$ cat src/rtl/v2f_mem_pkg.sv
// Shared encodings for the RAM arbiter: FSM states, access sizes, response
// ids and the per-transaction record held between accept and response.
package v2f_mem_pkg;

  typedef enum logic [1:0] {
    ST_LOAD = 2'd0,
    ST_IDLE = 2'd1,
    ST_WAIT = 2'd2,
    ST_RESP = 2'd3
  } state_e;

  localparam logic [1:0] SZ_BYTE = 2'd0;
  localparam logic [1:0] SZ_HALF = 2'd1;
  localparam logic [1:0] SZ_WORD = 2'd2;

  localparam logic ID_IF = 1'b0;
  localparam logic ID_D  = 1'b1;

  // Fields of the accepted request needed to shape the response.
  typedef struct packed {
    logic       id;
    logic [1:0] off;
    logic [1:0] size;
    logic       sgn;
  } req_t;

endpackage

$ cat src/rtl/v2f_ram_arbiter_if.sv
// Bus bundle between requesters/RAM and the arbiter.
// slave  : the arbiter's view (serves requests, drives the RAM ports).
// master : the environment's view (requesters plus the RAM read data).
interface v2f_ram_arbiter_if #(
  parameter int ABITS = 2
);
  logic             IF_REQ_VALID;
  logic             IF_REQ_READY;
  logic [ABITS+1:0] IF_REQ_ADDR;
  logic             D_REQ_VALID;
  logic             D_REQ_READY;
  logic [ABITS+1:0] D_REQ_ADDR;
  logic             D_REQ_WE;
  logic [1:0]       D_REQ_SIZE;
  logic             D_REQ_SIGNED;
  logic [31:0]      D_REQ_WDATA;
  logic             RSP_VALID;
  logic             RSP_ID;
  logic [31:0]      RSP_DATA;
  logic             RSP_ERR;
  logic             INIT_DONE;
  logic             RAM_RD_EN;
  logic [ABITS-1:0] RAM_RD_ADDR;
  logic [31:0]      RAM_RD_DATA;
  logic             RAM_WR_EN;
  logic [ABITS-1:0] RAM_WR_ADDR;
  logic [31:0]      RAM_WR_DATA;
  logic [3:0]       RAM_BYTE_SELECT;
  logic             RAM_ARST;

  modport slave (
    input  IF_REQ_VALID, IF_REQ_ADDR,
    input  D_REQ_VALID, D_REQ_ADDR, D_REQ_WE, D_REQ_SIZE, D_REQ_SIGNED, D_REQ_WDATA,
    input  RAM_RD_DATA,
    output IF_REQ_READY, D_REQ_READY,
    output RSP_VALID, RSP_ID, RSP_DATA, RSP_ERR, INIT_DONE,
    output RAM_RD_EN, RAM_RD_ADDR, RAM_WR_EN, RAM_WR_ADDR, RAM_WR_DATA,
    output RAM_BYTE_SELECT, RAM_ARST
  );

  modport master (
    output IF_REQ_VALID, IF_REQ_ADDR,
    output D_REQ_VALID, D_REQ_ADDR, D_REQ_WE, D_REQ_SIZE, D_REQ_SIGNED, D_REQ_WDATA,
    output RAM_RD_DATA,
    input  IF_REQ_READY, D_REQ_READY,
    input  RSP_VALID, RSP_ID, RSP_DATA, RSP_ERR, INIT_DONE,
    input  RAM_RD_EN, RAM_RD_ADDR, RAM_WR_EN, RAM_WR_ADDR, RAM_WR_DATA,
    input  RAM_BYTE_SELECT, RAM_ARST
  );
endinterface

$ cat src/rtl/v2f_mem_lane.sv
// Combinational byte-lane logic: store replication and byte selects,
// misalignment/illegal-size detection, and load shift/mask/extension.
module v2f_mem_lane import v2f_mem_pkg::*; (
  input  logic [1:0]  st_size,
  input  logic [1:0]  st_off,
  input  logic [31:0] st_wdata,
  output logic [31:0] st_wr_data,
  output logic [3:0]  st_bsel,
  output logic        st_err,
  input  logic [1:0]  ld_size,
  input  logic [1:0]  ld_off,
  input  logic        ld_sgn,
  input  logic [31:0] ld_raw,
  output logic [31:0] ld_data
);

  logic [31:0] ld_sh;

  // Store data replicated across every lane it could land in; alignment check.
  always_comb begin
    case (st_size)
      SZ_BYTE: st_wr_data = {4{st_wdata[7:0]}};
      SZ_HALF: st_wr_data = {2{st_wdata[15:0]}};
      SZ_WORD: st_wr_data = st_wdata;
      default: st_wr_data = '0;
    endcase
    st_err = (st_size == 2'd3) ||
             (st_size == SZ_HALF && st_off[0]) ||
             (st_size == SZ_WORD && st_off != 2'd0);
  end

  // Each byte lane decides independently whether the access covers it.
  for (genvar i = 0; i < 4; i++) begin : g_bsel
    localparam logic [1:0] LANE = 2'(i);
    assign st_bsel[i] = (st_size == SZ_WORD) ||
                        (st_size == SZ_HALF && LANE[1] == st_off[1]) ||
                        (st_size == SZ_BYTE && LANE == st_off);
  end

  // Right-align the addressed bytes, then zero- or sign-extend.
  always_comb begin
    ld_sh = ld_raw >> {ld_off, 3'b000};
    case (ld_size)
      SZ_BYTE: ld_data = {{24{ld_sgn & ld_sh[7]}}, ld_sh[7:0]};
      SZ_HALF: ld_data = {{16{ld_sgn & ld_sh[15]}}, ld_sh[15:0]};
      default: ld_data = ld_sh;
    endcase
  end

endmodule

$ cat src/rtl/v2f_ram_arbiter.sv
// Arbiter/sequencer sharing one RAM read and one write port between the
// instruction-fetch and load/store requesters, one transaction at a time.
// Optional feature macro: V2F_ARB_ROUND_ROBIN_EN (round-robin grant);
// without it D has fixed priority over IF.
module v2f_ram_arbiter import v2f_mem_pkg::*; #(
  parameter int ABITS = 2
) (
  input logic              CLK,
  input logic              ARST_N,
  v2f_ram_arbiter_if.slave bus
);

  state_e      state_q, state_d;
  req_t        req_q, req_d;
  logic        arst_q, arst_d;
  logic        init_q, init_d;
  logic        rsp_vld_q, rsp_vld_d;
  logic        rsp_id_q, rsp_id_d;
  logic        rsp_err_q, rsp_err_d;
  logic [31:0] rsp_data_q, rsp_data_d;

  logic             gnt_dport;
  logic             acc, rd_go, wr_go;
  logic [ABITS+1:0] a_addr;
  logic [1:0]       a_size;
  logic             a_sgn, a_we;
  logic [31:0]      lane_wr_data, lane_ld_data;
  logic [3:0]       lane_bsel;
  logic             lane_err;

`ifdef V2F_ARB_ROUND_ROBIN_EN
  logic last_q, last_d;

  // Last-served port; the other port wins a tie next time.
  always_ff @(posedge CLK or negedge ARST_N) begin
    if (!ARST_N) last_q <= ID_D;
    else         last_q <= last_d;
  end

  // Grant selection with round-robin tie break.
  always_comb begin
    if (bus.D_REQ_VALID && bus.IF_REQ_VALID) gnt_dport = (last_q == ID_IF);
    else                                     gnt_dport = bus.D_REQ_VALID;
    last_d = acc ? gnt_dport : last_q;
  end
`else
  // Grant selection, D has fixed priority.
  always_comb begin
    gnt_dport = bus.D_REQ_VALID;
  end
`endif

  // Winning request fields; IF is always an unsigned word load.
  always_comb begin
    acc    = (state_q == ST_IDLE) && (bus.D_REQ_VALID || bus.IF_REQ_VALID);
    a_addr = gnt_dport ? bus.D_REQ_ADDR : bus.IF_REQ_ADDR;
    a_size = gnt_dport ? bus.D_REQ_SIZE : SZ_WORD;
    a_sgn  = gnt_dport & bus.D_REQ_SIGNED;
    a_we   = gnt_dport & bus.D_REQ_WE;
    rd_go  = acc && !lane_err && !a_we;
    wr_go  = acc && !lane_err && a_we;
  end

  v2f_mem_lane u_lane (
    .st_size    (a_size),
    .st_off     (a_addr[1:0]),
    .st_wdata   (bus.D_REQ_WDATA),
    .st_wr_data (lane_wr_data),
    .st_bsel    (lane_bsel),
    .st_err     (lane_err),
    .ld_size    (req_q.size),
    .ld_off     (req_q.off),
    .ld_sgn     (req_q.sgn),
    .ld_raw     (bus.RAM_RD_DATA),
    .ld_data    (lane_ld_data)
  );

  assign bus.D_REQ_READY     = acc && gnt_dport;
  assign bus.IF_REQ_READY    = acc && !gnt_dport;
  assign bus.RAM_RD_EN       = rd_go;
  assign bus.RAM_RD_ADDR     = rd_go ? a_addr[ABITS+1:2] : '0;
  assign bus.RAM_WR_EN       = wr_go;
  assign bus.RAM_WR_ADDR     = wr_go ? a_addr[ABITS+1:2] : '0;
  assign bus.RAM_WR_DATA     = wr_go ? lane_wr_data : '0;
  assign bus.RAM_BYTE_SELECT = wr_go ? lane_bsel : '0;
  assign bus.RAM_ARST        = arst_q;
  assign bus.INIT_DONE       = init_q;
  assign bus.RSP_VALID       = rsp_vld_q;
  assign bus.RSP_ID          = rsp_id_q;
  assign bus.RSP_DATA        = rsp_data_q;
  assign bus.RSP_ERR         = rsp_err_q;

  // Next state and registered response; response fields are 0 when idle.
  always_comb begin
    state_d    = state_q;
    req_d      = req_q;
    arst_d     = 1'b0;
    init_d     = init_q;
    rsp_vld_d  = 1'b0;
    rsp_id_d   = 1'b0;
    rsp_err_d  = 1'b0;
    rsp_data_d = '0;
    case (state_q)
      // First edge after release raises the strobe, second leaves LOAD.
      ST_LOAD: begin
        if (!arst_q) arst_d = 1'b1;
        else begin
          state_d = ST_IDLE;
          init_d  = 1'b1;
        end
      end
      ST_IDLE: begin
        if (acc) begin
          req_d = '{id: gnt_dport, off: a_addr[1:0], size: a_size, sgn: a_sgn};
          if (lane_err || a_we) begin
            state_d   = ST_RESP;
            rsp_vld_d = 1'b1;
            rsp_id_d  = gnt_dport;
            rsp_err_d = lane_err;
          end else begin
            state_d = ST_WAIT;
          end
        end
      end
      ST_WAIT: begin
        state_d    = ST_RESP;
        rsp_vld_d  = 1'b1;
        rsp_id_d   = req_q.id;
        rsp_data_d = lane_ld_data;
      end
      ST_RESP: state_d = ST_IDLE;
      default: state_d = ST_LOAD;
    endcase
  end

  // State and response registers; reset drops any in-flight transaction.
  always_ff @(posedge CLK or negedge ARST_N) begin
    if (!ARST_N) begin
      state_q    <= ST_LOAD;
      req_q      <= '0;
      arst_q     <= 1'b0;
      init_q     <= 1'b0;
      rsp_vld_q  <= 1'b0;
      rsp_id_q   <= 1'b0;
      rsp_err_q  <= 1'b0;
      rsp_data_q <= '0;
    end else begin
      state_q    <= state_d;
      req_q      <= req_d;
      arst_q     <= arst_d;
      init_q     <= init_d;
      rsp_vld_q  <= rsp_vld_d;
      rsp_id_q   <= rsp_id_d;
      rsp_err_q  <= rsp_err_d;
      rsp_data_q <= rsp_data_d;
    end
  end

endmodule

$ cat src/flat_wrapper.sv
// flat-port wrapper written by rule: the top's interface ports become plain ports
module v2f_ram_arbiter_flat import v2f_mem_pkg::*;
#(
  parameter int ABITS = 2
)
  (CLK, ARST_N, bus_IF_REQ_VALID, bus_IF_REQ_ADDR, bus_D_REQ_VALID, bus_D_REQ_ADDR, bus_D_REQ_WE, bus_D_REQ_SIZE, bus_D_REQ_SIGNED, bus_D_REQ_WDATA, bus_RAM_RD_DATA, bus_IF_REQ_READY, bus_D_REQ_READY, bus_RSP_VALID, bus_RSP_ID, bus_RSP_DATA, bus_RSP_ERR, bus_INIT_DONE, bus_RAM_RD_EN, bus_RAM_RD_ADDR, bus_RAM_WR_EN, bus_RAM_WR_ADDR, bus_RAM_WR_DATA, bus_RAM_BYTE_SELECT, bus_RAM_ARST);
  v2f_ram_arbiter_if #(.ABITS(ABITS)) bus_i ();
  input logic CLK;
  input logic ARST_N;
  input wire logic [$bits(bus_i.IF_REQ_VALID)-1:0] bus_IF_REQ_VALID;
  input wire logic [$bits(bus_i.IF_REQ_ADDR)-1:0] bus_IF_REQ_ADDR;
  input wire logic [$bits(bus_i.D_REQ_VALID)-1:0] bus_D_REQ_VALID;
  input wire logic [$bits(bus_i.D_REQ_ADDR)-1:0] bus_D_REQ_ADDR;
  input wire logic [$bits(bus_i.D_REQ_WE)-1:0] bus_D_REQ_WE;
  input wire logic [$bits(bus_i.D_REQ_SIZE)-1:0] bus_D_REQ_SIZE;
  input wire logic [$bits(bus_i.D_REQ_SIGNED)-1:0] bus_D_REQ_SIGNED;
  input wire logic [$bits(bus_i.D_REQ_WDATA)-1:0] bus_D_REQ_WDATA;
  input wire logic [$bits(bus_i.RAM_RD_DATA)-1:0] bus_RAM_RD_DATA;
  output wire logic [$bits(bus_i.IF_REQ_READY)-1:0] bus_IF_REQ_READY;
  output wire logic [$bits(bus_i.D_REQ_READY)-1:0] bus_D_REQ_READY;
  output wire logic [$bits(bus_i.RSP_VALID)-1:0] bus_RSP_VALID;
  output wire logic [$bits(bus_i.RSP_ID)-1:0] bus_RSP_ID;
  output wire logic [$bits(bus_i.RSP_DATA)-1:0] bus_RSP_DATA;
  output wire logic [$bits(bus_i.RSP_ERR)-1:0] bus_RSP_ERR;
  output wire logic [$bits(bus_i.INIT_DONE)-1:0] bus_INIT_DONE;
  output wire logic [$bits(bus_i.RAM_RD_EN)-1:0] bus_RAM_RD_EN;
  output wire logic [$bits(bus_i.RAM_RD_ADDR)-1:0] bus_RAM_RD_ADDR;
  output wire logic [$bits(bus_i.RAM_WR_EN)-1:0] bus_RAM_WR_EN;
  output wire logic [$bits(bus_i.RAM_WR_ADDR)-1:0] bus_RAM_WR_ADDR;
  output wire logic [$bits(bus_i.RAM_WR_DATA)-1:0] bus_RAM_WR_DATA;
  output wire logic [$bits(bus_i.RAM_BYTE_SELECT)-1:0] bus_RAM_BYTE_SELECT;
  output wire logic [$bits(bus_i.RAM_ARST)-1:0] bus_RAM_ARST;
  assign bus_i.IF_REQ_VALID = bus_IF_REQ_VALID;
  assign bus_i.IF_REQ_ADDR = bus_IF_REQ_ADDR;
  assign bus_i.D_REQ_VALID = bus_D_REQ_VALID;
  assign bus_i.D_REQ_ADDR = bus_D_REQ_ADDR;
  assign bus_i.D_REQ_WE = bus_D_REQ_WE;
  assign bus_i.D_REQ_SIZE = bus_D_REQ_SIZE;
  assign bus_i.D_REQ_SIGNED = bus_D_REQ_SIGNED;
  assign bus_i.D_REQ_WDATA = bus_D_REQ_WDATA;
  assign bus_i.RAM_RD_DATA = bus_RAM_RD_DATA;
  assign bus_IF_REQ_READY = bus_i.IF_REQ_READY;
  assign bus_D_REQ_READY = bus_i.D_REQ_READY;
  assign bus_RSP_VALID = bus_i.RSP_VALID;
  assign bus_RSP_ID = bus_i.RSP_ID;
  assign bus_RSP_DATA = bus_i.RSP_DATA;
  assign bus_RSP_ERR = bus_i.RSP_ERR;
  assign bus_INIT_DONE = bus_i.INIT_DONE;
  assign bus_RAM_RD_EN = bus_i.RAM_RD_EN;
  assign bus_RAM_RD_ADDR = bus_i.RAM_RD_ADDR;
  assign bus_RAM_WR_EN = bus_i.RAM_WR_EN;
  assign bus_RAM_WR_ADDR = bus_i.RAM_WR_ADDR;
  assign bus_RAM_WR_DATA = bus_i.RAM_WR_DATA;
  assign bus_RAM_BYTE_SELECT = bus_i.RAM_BYTE_SELECT;
  assign bus_RAM_ARST = bus_i.RAM_ARST;
  v2f_ram_arbiter #(.ABITS(ABITS)) u_core (.CLK(CLK), .ARST_N(ARST_N), .bus(bus_i));
endmodule
$ cat config.mk
export PLATFORM = sky130hd
export DESIGN_NAME = v2f_ram_arbiter_flat
export DESIGN_NICKNAME = d
export VERILOG_FILES = /design/src/rtl/v2f_mem_pkg.sv /design/src/rtl/v2f_ram_arbiter_if.sv /design/src/rtl/v2f_mem_lane.sv /design/src/rtl/v2f_ram_arbiter.sv /design/src/flat_wrapper.sv
export SDC_FILE = /design/constraint.sdc
export NUM_CORES = 1
export LEC_CHECK = 0
export BUFFER_PORTS_ARGS = -buffer_cell sky130_fd_sc_hd__clkbuf_2
export CAP_MARGIN = 20
export CORE_UTILIZATION = 45
export DETAILED_ROUTE_END_ITERATION = 7
export PLACE_DENSITY = 0.81
export SYNTH_ARGS = -nofsm -noshare
export SYNTH_HDL_FRONTEND = slang
export SYNTH_SLANG_ARGS = --single-unit
$ cat constraint.sdc
create_clock -name CLK -period 2.01 [get_ports CLK]
set_clock_uncertainty 0.05 [all_clocks]
set_input_delay 0.201 -clock CLK [delete_from_list [all_inputs] [get_ports CLK]]
set_output_delay 0.201 -clock CLK [all_outputs]
set_load 0.005 [all_outputs]
Word-level counts from Yosys, hierarchy flattened:

Cells that the tools add are included.

* bits in registers: 45

* shift-type cells: 1
* bitwise logic cells: 5
* reductions and logical operators: 35
* equal/unequal tests: 12
* muxes and demuxes: 24

Operators by type and width (count)
* case mux 32 bit (3 select lines): 1
* 2-to-1 mux 32 bit: 2
* case mux 32 bit (2 select lines): 1
* right shift 32 x 5 -> 32 bit: 1
* logical AND 1 bit: 14
* logical OR 1 bit: 10
* 2-to-1 mux 1 bit: 10
* 2-to-1 mux 2 bit: 5
* equality test 2 bit, second input constant: 4
* logical NOT 2 bit: 4
* 2-to-1 mux 4 bit: 2
* case mux 2 bit (4 select lines): 1
* equality test 2 x 1 -> 1 bit, second input constant: 3
* AND reduction 2 bit: 3
* bitwise AND 1 bit: 4
* equality test 2 bit, first input constant: 2
* != test 2 x 1 -> 1 bit, second input constant: 2
* case mux 1 bit (2 select lines): 2
* logical NOT 1 bit: 3
* equality test 1 x 2 -> 1 bit, first input constant: 1
* nonzero test 2 bit: 1
* NOT 1 bit: 1

Longest topological paths before layout:

* depth in word-level cells: 9
* gate-level depth with buffers: 9

Cells and area by module:

Synthesis repeated with hierarchy kept, for this count alone.

* cell total of the unflattened synthesis: 373
* area total of the unflattened synthesis: 3236.9 sq um

By module, submodules not included
* v2f_ram_arbiter: times used 1, cells an instance 172, area an instance 1945.6 sq um, seq. area each 1126.1 sq um
* v2f_mem_lane: times used 1, cells an instance 201, area an instance 1291.2 sq um, seq. area each 0.0 sq um

Least setup slack after synthesis:

Ideal clock, no wire load.

* path type: reg2out
* from: reg u_core.state_q[1]
* to: out bus_RAM_WR_ADDR[0]
* setup slack: 278 ps
* cell stages (with the launch flop): 10
* arrival: 1481 ps
* cells stage by stage: dfrtp_1 > inv_1 > ha_1 > clkbuf_1 > nand3_1 > inv_1 > nand2b_1 > buf_2 > buf_2 > a21oi_1

* longest elaborated chain between the ends: 5

Ends and longest elaborated chain
* from (decl): RTL line v2f_ram_arbiter.sv:13 `state_e state_q, state_d;`
* from (signal assigned): RTL line v2f_ram_arbiter.sv:148 `state_q <= state_d;`
* equality test 2 x 1 -> 1 bit: RTL line v2f_ram_arbiter.sv:55 `acc = (state_q == ST_IDLE) && (bus.D_REQ_VALID || bus.IF_REQ_VALID);`
* logical AND 1 bit: RTL line v2f_ram_arbiter.sv:55
* logical AND 1 bit (2 in series): RTL line v2f_ram_arbiter.sv:61 `wr_go = acc && !lane_err && a_we;`
* 2-to-1 mux 2 bit: RTL line v2f_ram_arbiter.sv:83 `assign bus.RAM_WR_ADDR = wr_go ? a_addr[ABITS+1:2] : '0;`
* to (decl): RTL line flat_wrapper.sv:29 `output wire logic [$bits(bus_i.RAM_WR_ADDR)-1:0] bus_RAM_WR_ADDR;`

Every way passes these cells.

Worst setup path after layout:

* from: reg u_core.state_q[1]
* to: out bus_RAM_WR_DATA[11]

* longest elaborated chain between the ends: 5

Ends and longest elaborated chain
* equality test 2 x 1 -> 1 bit: RTL line v2f_ram_arbiter.sv:55
* logical AND 1 bit: RTL line v2f_ram_arbiter.sv:55
* logical AND 1 bit (2 in series): RTL line v2f_ram_arbiter.sv:61
* 2-to-1 mux 32 bit: RTL line v2f_ram_arbiter.sv:84 `assign bus.RAM_WR_DATA = wr_go ? lane_wr_data : '0;`
* to (decl): RTL line flat_wrapper.sv:30 `output wire logic [$bits(bus_i.RAM_WR_DATA)-1:0] bus_RAM_WR_DATA;`

Every way passes these cells.

==> impl_results.md <==
* Synth area leaders: dfrtp_1, nand2_1, mux2i_1
* CP startpoint: u_core.state_q[1]
* Pre-CTS setup slack at 87.9 ps
* Die Ht at 82.0 µm
* Fmax at 498 MHz
* R2R cell count at 4
* Worst EP arrival at 1760 ps
* DR pass1 iterations at 4
* Worst-margin pin slew at 512 ps
* Remaining DRCs at 0
* Share of cells above drive strength 1 at 42.7%
* Initial DRC count at 106
* Root Buffer: clkbuf_8
* Post-layout util at 65.2%
* Vias in the first global route at 2823
* Syn avg cell area at 8.54 µm²
* Status: finished clean
* Max-cap viol count at 0
* Post-synth top cells: nand2_1, dfrtp_1, nor2_1, a21oi_1, mux2i_1
* Number of port buffers at 160
* Slowest-stage cell, CP: dfrtp_1
* Register area at 1130 µm²
* CP required at 1760 ps
* Crit path cell chain: inv_2 -> ha_4 -> nand3_1 -> inv_2 -> nand2b_4 -> buf_12 -> a21oi_1 -> clkbuf_2
* VDD IR max at 0.596 mV
* Detail Placement HPWL at 6.71 mm
* Row cnt at 28
* Clock Latency Late Sink at 300 ps
* Final GP Congestion at 0.925
* WP buf/inv at 4
* Internal reg-to-reg setup slack at 200 ps
* Reg clk slew, reported paths at 90 ps
* Number of diodes at 0
* Most common cell in the netlist: nand2_1
* Largest net degree at the start of global routing at 27
* Setup crit start kind: flip-flop
* Final Cycle Share at 99.9%
* Leak at 0.00224 µW
* H-tree levels at 2
* Slew HR at 65.8%
* DR vias at 3136
* Distinct cell type count after synthesis at 40
* Worst Hold Depth at 3
* Final worst-path setup slack at 1.48 ps
* Ys Warns at 0
* R2R Path Start: u_core.req_q[3]
* Routed WL at 8.59 mm
* Final count of negative-setup-slack endpoints at 0
* Yosys top cell area share at 39.1%
* Initial antenna violation count at 0
* Min-Delay Endpoint: u_core.bus.RSP_DATA[24]
* Syn Std Cell Area at 2880 µm²
* Die Wd at 82.0 µm
* Reg-to-Reg End: u_core.bus.RSP_DATA[23]
* Number of synthesized flops with an enable pin at 0
* Top delay family on crit path: buffers and inverters
* Final Hold Vio Count at 0
* Min-Delay Path Class: in2reg
* Final Instance Count excl. Fillers at 574
* First-pass GRT wire length at 13.1 mm
* CTS Buf Count at 5
* Power Total at 3960 µW
* Fraction of registers with async set/reset at 100%
* Drt wl/cell at 15.0 µm
* Gr usage total at 25.5%
* Hold_sp: bus_RAM_RD_DATA[24]
* Top_reg_cell synth: dfrtp_1
* Critical path class: reg2out
* Placed Area at 3780 µm²
* Min Tclk post-route at 2010 ps
* Design area at 3950 µm²
* Syn Nets at 420
* DIE AREA at 6720 µm²
* Starting Density at 47.5%
* Setup crit end kind: output port
* Final ANT Viol Nets at 0
* Clock tree from TritonCTS: done
* Post-Place Cells at 563
* Worst path max stage delay at 410 ps
* Clock sinks at 45
* Synthesized flop and latch total at 45
* Core area at 6060 µm²
* Final nets at 581
* Clock Path Buffers at 2
* Max Slew Vio Count at 0
* Area of the multi-input gates at 1640 µm²
* Synth area leader: dfrtp_1
* Drt via density at 5.46
* Post-synthesis sequential area ratio at 39.1%
* GRT overflow at 0
* I/O Pins at 161
* CP most frequent cell: inv_2
* P per Cell Area at 1000 nW/µm²
* Layout fillers at 513
* Area grow syn2layout at 37.2%
* Post-synthesis cell count at 337
* Worst-path fanout max at 26
worst max-delay path by stage:
stage	end	cells after the start
2_1_floorplan	bus_RAM_WR_ADDR[0]	9
3_3_place_gp	bus_RAM_WR_DATA[11]	7
3_5_place_dp	u_core.bus.RSP_DATA[23]	4
4_1_cts	bus_RAM_WR_DATA[11]	8
5_1_grt	bus_RAM_BYTE_SELECT[0]	5
6_report	bus_RAM_WR_DATA[11]	8
placed cells by master (no fill, tap or decap), types with 2 or more instances in the layout:
master	Yosys	routed
o211a_1	7	7
and4_1	3	3
inv_1	8	5
nand3_1	3	3
o21ai_0	17	17
clkbuf_8	0	6
clkbuf_2	0	160
nand2_1	67	67
mux2_2	16	16
a21oi_1	24	23
nor2b_1	6	5
buf_4	1	17
dfrtp_1	45	45
o21ai_1	2	2
a21o_1	12	12
inv_2	0	3
and2_1	11	11
nand2b_1	5	3
mux2i_1	18	18
ha_1	3	2
nand2b_4	0	2
a211oi_1	8	8
a22oi_1	9	9
nor2_1	30	30
final cells by class:
class / count / area share, %
Timing Repair Buffer: 179 / 24.3
Clock buffer: 6 / 2.09
Clock inverter: 2 / 0.443
Inverter: 8 / 0.760
Sequential cell: 45 / 28.5
Multi-Input combinational cell: 259 / 41.6
Tap cell: 75 / 2.38
stage by stage:
| stage | hold slack (ps) | setup TNS (ps) |
|---|---|---|
| 2_1_floorplan | -145 | 0 |
| 3_3_place_gp | 61.6 | 0 |
| 3_5_place_dp | 66.4 | 0 |
| 4_1_cts | 73.7 | 0 |
| 5_1_grt | 78.9 | -402 |
| 6_report | 84.5 | 0 |
where the power goes:
group	internal [µW]	switching (µW)	total [µW]
clock network	285	311	596
registers	1210	179	1390
logic	934	1040	1970
total	2430	1530	3960
cells by family after synthesis:
kind of cell               after synthesis  synth area share, %
and+or+nand+nor                        130                 20.0
AOI/OAI and AO/OA                       89                 20.6
DFF                                     45                 39.1
muxes                                   35                 13.3
buffers and inverters                   33                 5.13
adders and majority gates                3                 1.30
xor gates and xnor gates                 2                0.609
routing by layer:
layer	up-vias	global-route usage [%]	wire length (µm)
met5	-	0	0
met4	0	11.4	243
li1	1493	-	-
met3	19	4.56	503
met2	133	46.7	4510
met1	1491	28.3	3330
worst min-delay path, delay by kind of cell:
kind,cells,cell delay [ps]
buf+inv,1,110
simple gates,2,100
registers in the layout, summed over array words and instances, names as in the netlist:
name and count:
u_core.bus.RSP_VALID 1, u_core.bus.INIT_DONE 1, u_core.bus.RSP_ERR 1, u_core.bus.RAM_ARST 1
u_core.bus.RSP_ID 1, u_core.bus.RSP_DATA 32, u_core.req_q 6, u_core.state_q 2
timing repair:
item	in CTS	in global routing
buffers inserted	0	2
resized for setup	3	11
hold buffers	1	0
endpoints found under the hold margin	12	0
endpoints found under the setup margin	38	46
pin swaps	0	0
Note: power is estimated with default switching activity, not from simulation.
